--- config.mk ---
export PLATFORM = sky130hd
export DESIGN_NAME = req_onehot_arbiter
export DESIGN_NICKNAME = d
export VERILOG_FILES = /design/src/rtl/req_arb_pkg.sv /design/src/rtl/req_onehot_arbiter_rr_pick.sv /design/src/rtl/req_onehot_arbiter.sv
export SDC_FILE = /design/constraint.sdc
export NUM_CORES = 1
export LEC_CHECK = 0
export ABC_CLOCK_PERIOD_IN_PS = 4700
export CORE_AREA = 2 2 86 71
export DETAILED_ROUTE_END_ITERATION = 10
export DIE_AREA = 0 0 88 73
export PLACE_DENSITY = 0.65
export SYNTH_ARGS = -nofsm -noshare
export SYNTH_HDL_FRONTEND = slang
export SYNTH_SLANG_ARGS = --single-unit
--- constraint.sdc ---
create_clock -name clk -period 4.7 [get_ports clk]
set_clock_uncertainty 0.15 [all_clocks]
set_input_delay 0.705 -clock clk [delete_from_list [all_inputs] [get_ports clk]]
set_output_delay 0.705 -clock clk [all_outputs]
set_load 0.01 [all_outputs]
--- src/rtl/req_arb_pkg.sv ---
// Shared constants, FSM state encoding and one-hot helper for the request arbiter and its consumers.
package req_arb_pkg;

  localparam int N    = 8;
  localparam int IDXW = 3;

  localparam logic IDLE  = 1'b0;
  localparam logic GRANT = 1'b1;

  function automatic logic [N-1:0] onehot(input logic [IDXW-1:0] idx);
    return {{(N-1){1'b0}}, 1'b1} << idx;
  endfunction

endpackage

--- src/rtl/req_onehot_arbiter_rr_pick.sv ---
// Combinational winner selection over the pending vector.
// REQ_ARB_FIXED_PRIO_EN selects highest-index fixed priority instead of round-robin from ptr.
module rr_pick
  import req_arb_pkg::*;
(
  input  logic [N-1:0]    pending,
  input  logic [IDXW-1:0] ptr,
  output logic [IDXW-1:0] win_idx,
  output logic            win_valid
);

`ifdef REQ_ARB_FIXED_PRIO_EN
  logic unused_ptr;
  assign unused_ptr = ^ptr;

  // Ascending scan, so the last hit (highest index) wins.
  always_comb begin
    win_idx   = '0;
    win_valid = 1'b0;
    for (int i = 0; i < N; i++) begin
      if (pending[i]) begin
        win_idx   = IDXW'(i);
        win_valid = 1'b1;
      end
    end
  end
`else
  logic [IDXW-1:0] cand;

  // Scan from farthest to nearest offset; the nearest set bit at or after ptr is written last.
  always_comb begin
    win_idx   = '0;
    win_valid = 1'b0;
    cand      = '0;
    for (int k = N-1; k >= 0; k--) begin
      cand = ptr + IDXW'(k);
      if (pending[cand]) begin
        win_idx   = cand;
        win_valid = 1'b1;
      end
    end
  end
`endif

endmodule

--- src/rtl/req_onehot_arbiter.sv ---
// Edge-capturing one-hot request arbiter feeding the 8-to-3 encoder (din/en).
// Round-robin by default; REQ_ARB_FIXED_PRIO_EN selects fixed priority (bit 7 highest).
module req_onehot_arbiter
  import req_arb_pkg::*;
(
  input  logic         clk,
  input  logic         rst,
  input  logic [N-1:0] req,
  input  logic         ack,
  input  logic         clr_overrun,
  output logic [N-1:0] grant,
  output logic         grant_valid,
  output logic [N-1:0] pending,
  output logic         overrun
);

  logic [N-1:0]    req_q;
  logic [N-1:0]    edges;
  logic [N-1:0]    clr_mask;
  logic [N-1:0]    ovr_hit;
  logic            state;
  logic            ack_done;
  logic [IDXW-1:0] ptr;
  logic [IDXW-1:0] cur_idx;
  logic [IDXW-1:0] win_idx;
  logic            win_valid;

  assign edges    = req & ~req_q;
  assign ack_done = (state == GRANT) && ack;
  assign clr_mask = ack_done ? onehot(cur_idx) : '0;
  // A fresh edge on the line being acknowledged re-arms it instead of counting as an overrun.
  assign ovr_hit  = edges & pending & ~clr_mask;

  rr_pick u_pick (
    .pending   (pending),
    .ptr       (ptr),
    .win_idx   (win_idx),
    .win_valid (win_valid)
  );

  always_ff @(posedge clk or posedge rst) begin
    if (rst) begin
      req_q       <= '0;
      pending     <= '0;
      overrun     <= 1'b0;
      grant       <= '0;
      grant_valid <= 1'b0;
      state       <= IDLE;
      ptr         <= '0;
      cur_idx     <= '0;
    end else begin
      req_q   <= req;
      pending <= (pending & ~clr_mask) | edges;
      overrun <= (|ovr_hit) | (overrun & ~clr_overrun);
      if (state == IDLE) begin
        if (win_valid) begin
          grant       <= onehot(win_idx);
          grant_valid <= 1'b1;
          cur_idx     <= win_idx;
          state       <= GRANT;
        end
      end else if (ack) begin
        grant       <= '0;
        grant_valid <= 1'b0;
        state       <= IDLE;
`ifndef REQ_ARB_FIXED_PRIO_EN
        ptr         <= cur_idx + 1'b1;
`endif
      end
    end
  end

endmodule

==> results_dict.tcl, run 1 <==
set metrics [dict create \
    status "finished clean" \
    rsz0062_at_grt "no" \
    drv_cap 0 \
    post-place-ws_ns 1.24 \
    post_cts_buffers 0 \
    start_util_pct 43.0 \
    vdd_drop_max_v 0.000300 \
    drt-total-wl_mm 5.84 \
    final_area_um2 2840 \
    netlist-cell-type-count 53 \
    finalSetupTns_ns 0 \
    place.detailed.hpwl_mm 4.29 \
    synth-async-reset-ratio_pct 100 \
    clock-sinks 33 \
    power.leakage_nw 1.18 \
    fmax_mhz 285 \
    num_antenna_cells 0 \
    crit_arrival_ns 3.51 \
    synthCells 264 \
    die_width_um 88 \
    placementRows 25 \
    grt_pass1_wl_mm 9.99 \
    grt_pass1_vias 1968 \
    die-area_um2 6420 \
    worst_slack_ns 1.19 \
    placed_cell_area_um2 2760 \
    path_max_fanout 14 \
    yosys_most_used_dff "dfrtp_1" \
    ant_nets 0 \
    wl_per_cell_um 15.8 \
    finalCritPeriodShare_pct 74.7 \
    ctsHoldBuffers 0 \
    ios 30 \
    register_area_um2 826 \
    syn_nets 284 \
    gp_congestion 0.907 \
    synth_edf_count 0 \
    powerDensity_nw_per_um2 651 \
    htree_num_levels 2 \
    path_class "reg -> reg" \
    hold_violations 0 \
    min_path_type "reg -> reg" \
    post-route-min-period_ns 3.51 \
    track_usage_pct 20.3 \
    slew_headroom_pct 44.1 \
    clock-root-buffer "clkbuf_8" \
    report.final.slew_viol_count 0 \
    critPathRequiredTime_ns 4.70 \
    worst_pin_slew_ns 0.839 \
    setup_viol 0 \
    endpoint_kind "flip-flop" \
    drc 0 \
    fillers 540 \
    finish.utilization_pct 50.1 \
    grt_overflow_total 0 \
    clkTransAtPathRegs_ns 0.06 \
    start_kind "flip-flop" \
    grt_max_degree 34 \
    post_cts_resized 0 \
    drive_gt1_share_pct 10.0 \
    area_delta_synth_final_pct 16.4 \
    yosysWarnings 0 \
    portBuffers 29 \
    cts_inserted_buffers 5 \
    die-height_um 73 \
    antenna_found_initial 0 \
    multiInputGateArea_um2 1470 \
    coreArea_um2 5660 \
    drt_first_pass_iters 4 \
    ys_seq_elements 33 \
    via_per_inst 5.68 \
    clk_latency_ns 0.28 \
    vias 2101 \
    ctsLongestPathBuffers 2 \
    syn_area_um2 2430 \
    ys_seq_area_share_pct 33.9 \
    drtIter0Drc 178 \
    cts_tree "done" \
    nets 308 \
    syn_avg_cell_area_um2 9.22 \
]
## cell families (layout without fill, tap and decap cells)
group / after synthesis / count (layout) / synth area share (%)
xor gates and xnor gates: 4 / 4 / 1.44
muxes: 27 / 27 / 16.4
buffers and inverters: 27 / 52 / 5.70
and+or+nand+nor: 96 / 96 / 17.9
adders and majority gates: 8 / 8 / 4.11
DFF: 33 / 33 / 33.9
AOI/OAI and AO/OA: 69 / 69 / 20.5
## sequential cells by signal, summed over array words and instances, names as in the netlist
name / count
pending: 8
cur_idx: 3
req_q: 8
grant: 8
grant_valid: 1
state: 1
overrun: 1
ptr: 3
## area by class of cell
type	instances	area share, %
Timing Repair Buffer	32	11.0
Tap cell	81	3.57
Multi-Input combinational cell	204	51.9
Sequential cell	33	29.1
Inverter	12	1.59
Clock buffer	8	2.82
## where the power goes
part / switching [mW] / internal (mW) / leakage (nW) / total, mW
registers: 0.139 / 0.360 / 0.382 / 0.499
clock network: 0.0917 / 0.105 / 0.0395 / 0.197
logic: 0.642 / 0.508 / 0.756 / 1.15
## synthesized netlist by cell type, drive strengths merged, types with 2 or more instances
cell / count / share of area (%)
nand2: 49 / 7.6
dfrtp: 33 / 34
o21ai: 16 / 3.3
nor2: 14 / 2.2
mux2i: 13 / 5.3
buf: 12 / 3.4
inv: 12 / 1.8
nand2b: 11 / 2.8
mux4: 10 / 9.2
a21oi: 8 / 1.8
ha: 8 / 4.1
nand3: 6 / 1.2
o22ai: 5 / 1.3
a2111oi: 4 / 1.4
a21o: 4 / 1.2
a31oi: 4 / 1.0
mux2: 4 / 1.8
nor2b: 4 / 1.0
o31ai: 4 / 1.4
a211oi: 3 / 0.92
a22o: 3 / 1.1
and2: 3 / 0.77
clkbuf: 3 / 0.46
or3: 3 / 0.77
xor2: 3 / 1.1
a221oi: 2 / 0.72
a22oi: 2 / 0.62
nand4: 2 / 0.51
o311ai: 2 / 0.72
## per-layer routing
layer / global-route usage (%) / routed length (um)
met5: 0 / 0
met4: 7.69 / 87
met3: 3.62 / 401
met2: 28.6 / 2590
met1: 30.9 / 2760
## worst paths after layout
check	start	endpoint	slack (ns)	depth (start not counted)
min in group asynchronous	rst	grant[6]	0.66	3
worst min register to register	req_q[7]	pending[7]	0.30	1
worst max register to register	ptr[1]	grant[6]	1.19	10
worst max-delay path	ptr[1]	grant[6]	1.19	10
max in group asynchronous	rst	overrun	3.44	3
worst min-delay path	req_q[7]	pending[7]	0.30	1
## cell usage in the layout (no fill, tap or decap), types with 4 or more instances in the layout
master	n
clkdlybuf4s50_1	29
mux4_2	10
dfrtp_1	33
a31oi_1	4
nor2_1	14
nor2b_1	4
nand2_1	49
clkbuf_8	5
ha_1	8
o21ai_0	13
o22ai_1	5
a2111oi_0	4
a21o_1	4
inv_1	12
nand2b_1	11
nand3_1	6
mux2i_1	13
a21oi_1	7
mux2_2	4
## worst max-delay path: stages, from the launching register on
cell      delay [ns]
dfrtp_1         0.34
inv_1           0.11
ha_1            0.68
mux2i_1         0.36
mux2_2          0.25
nor2_1          0.05
o311a_1         0.38
o311ai_1        0.36
nand3b_1        0.18
a21oi_2         0.36
o21ai_0         0.15
## metrics by stage
| stage | power (mW) | hold WS, ns | instances |
|---|---|---|---|
| finish | 1.85 | 0.296 | 370 |
| detailed placement | 1.63 | 0.292 | 362 |
| CTS | 1.84 | 0.301 | 370 |
| floorplan | 1.34 | 0.268 | 264 |
| global placement | 1.63 | 0.281 | 362 |
| global route | 2.00 | 0.351 | 370 |
Power figures use the tool's default switching activity.
==> inputs of run 2 (changes only) <==
--- a/config.mk
+++ b/config.mk
@@ -5,7 +5,7 @@
 export SDC_FILE = /design/constraint.sdc
 export NUM_CORES = 1
 export LEC_CHECK = 0
-export ABC_CLOCK_PERIOD_IN_PS = 4700
+export ABC_CLOCK_PERIOD_IN_PS = 3500
 export CORE_AREA = 2 2 86 71
 export DETAILED_ROUTE_END_ITERATION = 10
 export DIE_AREA = 0 0 88 73
==> constraint.sdc (replaced) <==
create_clock -name clk -period 3.5 [get_ports clk]
set_clock_uncertainty 0.15 [all_clocks]
set_input_delay 0.525 -clock clk [delete_from_list [all_inputs] [get_ports clk]]
set_output_delay 0.525 -clock clk [all_outputs]
set_load 0.01 [all_outputs]
==> results_dict.tcl, run 2 (synthesis gave the netlist of run 1 again) <==
set metrics [dict create \
    status "finished clean" \
    crit_path_top_delay_cell "ha_4" \
    setup.worst_path.start "ptr[0]" \
    drt-total-wl_mm 5.72 \
    antenna_found_initial 0 \
    fmax_mhz 314 \
    p_switching_mw 1.17 \
    report.final.slew_viol_count 0 \
    finalSetupTns_ns 0 \
    mostFrequentLayoutCells "nand2_1, dfrtp_1, clkdlybuf4s50_1, nor2_1" \
    crit_arrival_ns 3.18 \
    nets 313 \
    post_cts_resized 0 \
    ff2ff_path_depth 10 \
    path_max_fanout 13 \
    place.detailed.hpwl_mm 4.29 \
    path_class "reg -> reg" \
    grt_max_degree 34 \
    grt_pass1_wl_mm 9.92 \
    max_stage_delay_ns 0.41 \
    post_cts_buffers 0 \
    die-height_um 73 \
    start_util_pct 43.0 \
    vdd_drop_max_v 0.000443 \
    hold_violations 0 \
    drtIter0Drc 135 \
    ios 30 \
    whs_ns 0.300 \
    swShare_pct 46.2 \
    reg_top3 "grant x8, pending x8, req_q x8" \
    path_cells "inv_1 > ha_4 > mux2i_1 > mux2_2 > nor2_1 > o311a_1 > o311ai_1 > nand3b_1 > a21oi_2 > o21ai_0" \
    via_per_inst 5.65 \
    ctsHoldBuffers 0 \
    coreArea_um2 5660 \
    internal_power_mw 1.36 \
    hp-start "req_q[7]" \
    slew_headroom_pct 51.2 \
    cts_tree "done" \
    die-area_um2 6420 \
    whs_path_depth 1 \
    grt_pass1_vias 2091 \
    layout_commonest_cell "nand2_1" \
    ant_nets 0 \
    rsz0062_at_grt "no" \
    critPathRequiredTime_ns 3.49 \
    ctsLongestPathBuffers 2 \
    clkTransAtPathRegs_ns 0.06 \
    grt_overflow_total 0 \
    num_antenna_cells 0 \
    finalCritPeriodShare_pct 91.0 \
    cts_inserted_buffers 5 \
    wl_per_cell_um 15.2 \
    seqPwrFrac_pct 25.3 \
    comb_power_share_pct 64.1 \
    htree_num_levels 2 \
    endpoint_kind "flip-flop" \
    finish.utilization_pct 51.0 \
    portBuffers 29 \
    drc 0 \
    die_width_um 88 \
    drv_cap 0 \
    power.leakage_nw 1.20 \
    setup_viol 0 \
    post-route-min-period_ns 3.19 \
    clock-sinks 33 \
    area_delta_synth_final_pct 18.5 \
    track_usage_pct 19.6 \
    clock-root-buffer "clkbuf_8" \
    drive_gt1_share_pct 11.9 \
    placementRows 25 \
    worst_pin_slew_ns 0.714 \
    min_path_type "reg -> reg" \
    start_kind "flip-flop" \
    drt_first_pass_iters 4 \
    p_clk_share_pct 10.6 \
    powerDensity_nw_per_um2 876 \
    rr_startpoint "ptr[0]" \
    gp_congestion 0.844 \
    vias 2119 \
    clk_latency_ns 0.28 \
]
[run 2: changes by cell type in the layout (fill, tap and decap cells not counted)]
cell	change
ha_4	+1
ha_1	-1
buf_4	+5
[run 2: power by group through the flow]
stage                     Clock, mW  Combinational, mW  Sequential, mW
after floorplan                   0               1.19           0.608
after detailed placement          0               1.57           0.646
after global placement            0               1.56           0.643
after global routing          0.292               1.79           0.662
final                         0.267               1.62           0.639
after CTS                     0.276               1.58           0.639
[run 2: cell type report]
| class | count | area, um2 |
|---|---|---|
| inverter | 12 | 45.0 |
| clock buffer | 8 | 80.1 |
| sequential | 33 | 826 |
| multi-input combinational | 204 | 1480 |
| fill | 537 | 2780 |
| tap | 81 | 101 |
| timing repair buffer | 37 | 350 |
[run 2: per-stage QoR]
stage | area, um2 | total power [mW] | setup WS (ns) | instances
after CTS | 2870 | 2.50 | 0.0565 | 375
after detailed placement | 2790 | 2.22 | 0.0999 | 367
after global routing | 2890 | 2.74 | 0.0833 | 375
after floorplan | 2430 | 1.80 | 0.254 | 264
final | 2890 | 2.53 | 0.314 | 375
after global placement | 2790 | 2.20 | 0.203 | 367
[run 2: routing by layer]
| metal | part of all wire (%) | global-route usage (%) |
|---|---|---|
| met1 | 48 | 28.2 |
| met2 | 45 | 29.9 |
| met5 | 0 | 0 |
| met4 | 1.4 | 5.81 |
| met3 | 5.5 | 4.19 |
[run 2: worst paths after layout]
check,endpoint,slack [ns]
min in group asynchronous,grant[0],0.48
max in group asynchronous,req_q[6],2.42
worst min-delay path,pending[7],0.30
worst max-delay path,grant[6],0.31
worst max register to register,grant[6],0.31
worst min register to register,pending[7],0.30
[run 2: critical path, delay by kind of cell, from the launching register on]
kind,cells,cell delay [ns]
AOI/OAI and AO/OA,4,1.21
adders and majority gates,1,0.41
buffers and inverters,1,0.12
DFF,1,0.34
muxes,2,0.59
and+or+nand+nor,2,0.23
==> inputs of run 3 (changes only) <==
--- a/config.mk
+++ b/config.mk
@@ -9,6 +9,7 @@
 export CORE_AREA = 2 2 86 71
 export DETAILED_ROUTE_END_ITERATION = 10
 export DIE_AREA = 0 0 88 73
+export GPL_ROUTABILITY_DRIVEN = 0
 export PLACE_DENSITY = 0.65
 export SYNTH_ARGS = -nofsm -noshare
 export SYNTH_HDL_FRONTEND = slang
==> results of run 3 <==
Final layout, timing and power as in run 2 (identical DEF).
==> RTL change: new RTL, settings of run 2 <==
Add a define of `REQ_ARB_FIXED_PRIO_EN`.
--- a/src/rtl/req_onehot_arbiter_rr_pick.sv
+++ b/src/rtl/req_onehot_arbiter_rr_pick.sv
@@ -1,4 +1,6 @@
 // Combinational winner selection over the pending vector.
 // REQ_ARB_FIXED_PRIO_EN selects highest-index fixed priority instead of round-robin from ptr.
+`define REQ_ARB_FIXED_PRIO_EN
+
 module rr_pick
   import req_arb_pkg::*;
Function: changed (a bounded check fails within 4 cycles, from zero or initial values and one cycle with rst high).
==> RTL change against run 2 <==
- area after synthesis is 49% lower
- total power is 51% lower
- critical endpoint is now overrun$_DFF_PP0_
- via count fell by 55%
- sequential power is 23% lower
- cell area is 39% lower
- wire length shrank 50%
- critical path type is now primary input to flip-flop
- sequential cell count shrank 3
- die area unchanged
- setup slack better by 0.92 ns
- core utilization is 20 points lower
==> RTL change: results (changes against run 2) <==
status -> complete, no violations (unchanged)
Pre-antenna DRT Iters -> 5 (was 4)
routability cong. -> 0.810 (was 0.844)
hpwl dp -> 2.17 mm (was 4.29 mm)
Lkg Pwr -> 0.694 nW (was 1.20 nW)
Max rail drop VDD -> 0.267 mV (was 0.443 mV)
Seq/Total Area, Yosys -> 60.5% (was 33.9%)
Tot GR Track Use -> 10.1% (was 19.6%)
clock latency on the worst-skew pair -> 0.30 ns (was 0.28 ns)
R2R cell count -> 4 (was 10)
register-to-register setup slack -> 1.52 ns (was 0.31 ns)
number of distinct library cells after synthesis -> 33 (was 53)
Worst Hold Launch -> grant[2]$_DFFE_PP0P_ (was req_q[7]$_DFF_PP0_)
R2R Path End -> overrun$_DFF_PP0_ (was grant[6]$_DFFE_PP0P_)
WP data arrival -> 2.28 ns (was 3.18 ns)
FILL cells -> 575 (was 537)
post-cts resize count -> 0 (unchanged)
worst-path maximum fanout -> 6 (was 13)
first-pass GRT wire length -> 4.76 mm (was 9.92 mm)
crit-path max cell delay -> 0.56 ns (was 0.41 ns)
Top delay family on crit path -> simple AND/OR/NAND/NOR gates (was compound AO/OA/AOI/OAI gates)
top flop regs -> grant: 8 flops, pending: 8 flops, req_q: 8 flops (unchanged)
worst reg2reg startpoint -> state$_DFF_PP0_ (was ptr[0]$_DFFE_PP0P_)
Commonest cells post-synth -> dfrtp_1, nand2_1, nand2b_1 (was nand2_1, dfrtp_1, nor2_1, mux2i_1, o21ai_0)
post-DR wirelength/cell -> 12.7 um (was 15.2 um)
worst hold stages -> 1 (unchanged)
Synth Net Count -> 119 (was 284)
largest net degree at the start of global routing -> 31 (was 34)
Slew @ Worst Pin -> 0.779 ns (was 0.714 ns)
Worst path slowest cell -> clkdlybuf4s50_1 (was ha_4)
Port-buffer cells -> 29 (unchanged)
initial DRC count -> 70 (was 135)
hold endpoint -> grant[2]$_DFFE_PP0P_ (was pending[7]$_DFF_PP0_)
fraction of layout cells with a size suffix above 1 -> 9.72% (was 11.9%)
top cells by area, synth -> dfrtp_1, nand2b_1, a32o_1 (was dfrtp_1, mux4_2, nand2_1)
fin nets -> 155 (was 313)
[RTL change: changes by cell type after synthesis, sizes merged, moves of 5 or more]
| cell | change |
|---|---|
| nand3 | -5 |
| ha | -8 |
| o21ai | -9 |
| mux4 | -10 |
| nor2 | -9 |
| nand2 | -37 |
| inv | -7 |
| a32o | +5 |
| mux2i | -13 |
| buf | -11 |
[RTL change: final cells by class]
cell class	instances	share of cell area (%)
Tap cell	81	5.71
Clock buffer	6	4.65
Inverter	5	1.06
Clock inverter	2	3.39
Sequential cell	30	42.3
Multi-Input combinational cell	71	26.1
Timing Repair Buffer	30	16.8
[RTL change: kinds of logic (layout without fill, tap and decap cells)]
group,after synthesis,in the layout,synth area share [%]
and+or+nand+nor,38,38,16.7
DFF,30,30,60.5
buffers and inverters,6,43,2.12
AOI/OAI and AO/OA,32,32,19.8
muxes,1,1,0.908
[RTL change: per-stage QoR]
step                      instances  hold WS, ns  util, %  worst slack, ns  instance area (um2)
after floorplan                 107        0.332        -             1.61                 1240
after global placement          217        0.320     28.8            0.974                 1630
after detailed placement        217        0.337     28.8            0.940                 1630
after CTS                       225        0.351     31.3             1.25                 1770
after global routing            225        0.365     31.3             1.17                 1770
final                           225        0.346     31.3             1.23                 1770
[RTL change: worst max-delay path by stage]
stage                     from           endpoint  slack [ns]  cells after the start
after global placement     ack  overrun$_DFF_PP0_        0.97                      5
after detailed placement   ack  overrun$_DFF_PP0_        0.94                      5
after floorplan            ack  overrun$_DFF_PP0_        1.61                      4
after CTS                  ack  overrun$_DFF_PP0_        1.25                      5
after global routing       ack  overrun$_DFF_PP0_        1.17                      5
final                      ack  overrun$_DFF_PP0_        1.23                      5
[RTL change: where the power goes]
part           switching [mW]  total [mW]  leakage (nW)  internal, mW
Combinational           0.151       0.305         0.284         0.154
Clock                   0.133       0.437        0.0714         0.303
Sequential             0.0833       0.493         0.338         0.410
Total                   0.368        1.24         0.694         0.868
[RTL change: layer usage]
metal | track usage, % | vias to the layer above | wire (um)
li1 | - | 465 | -
met1 | 14.5 | 464 | 1390
met2 | 13.2 | 27 | 1210
met3 | 2.83 | 7 | 195
met4 | 6.15 | 0 | 52
met5 | 0 | - | 0
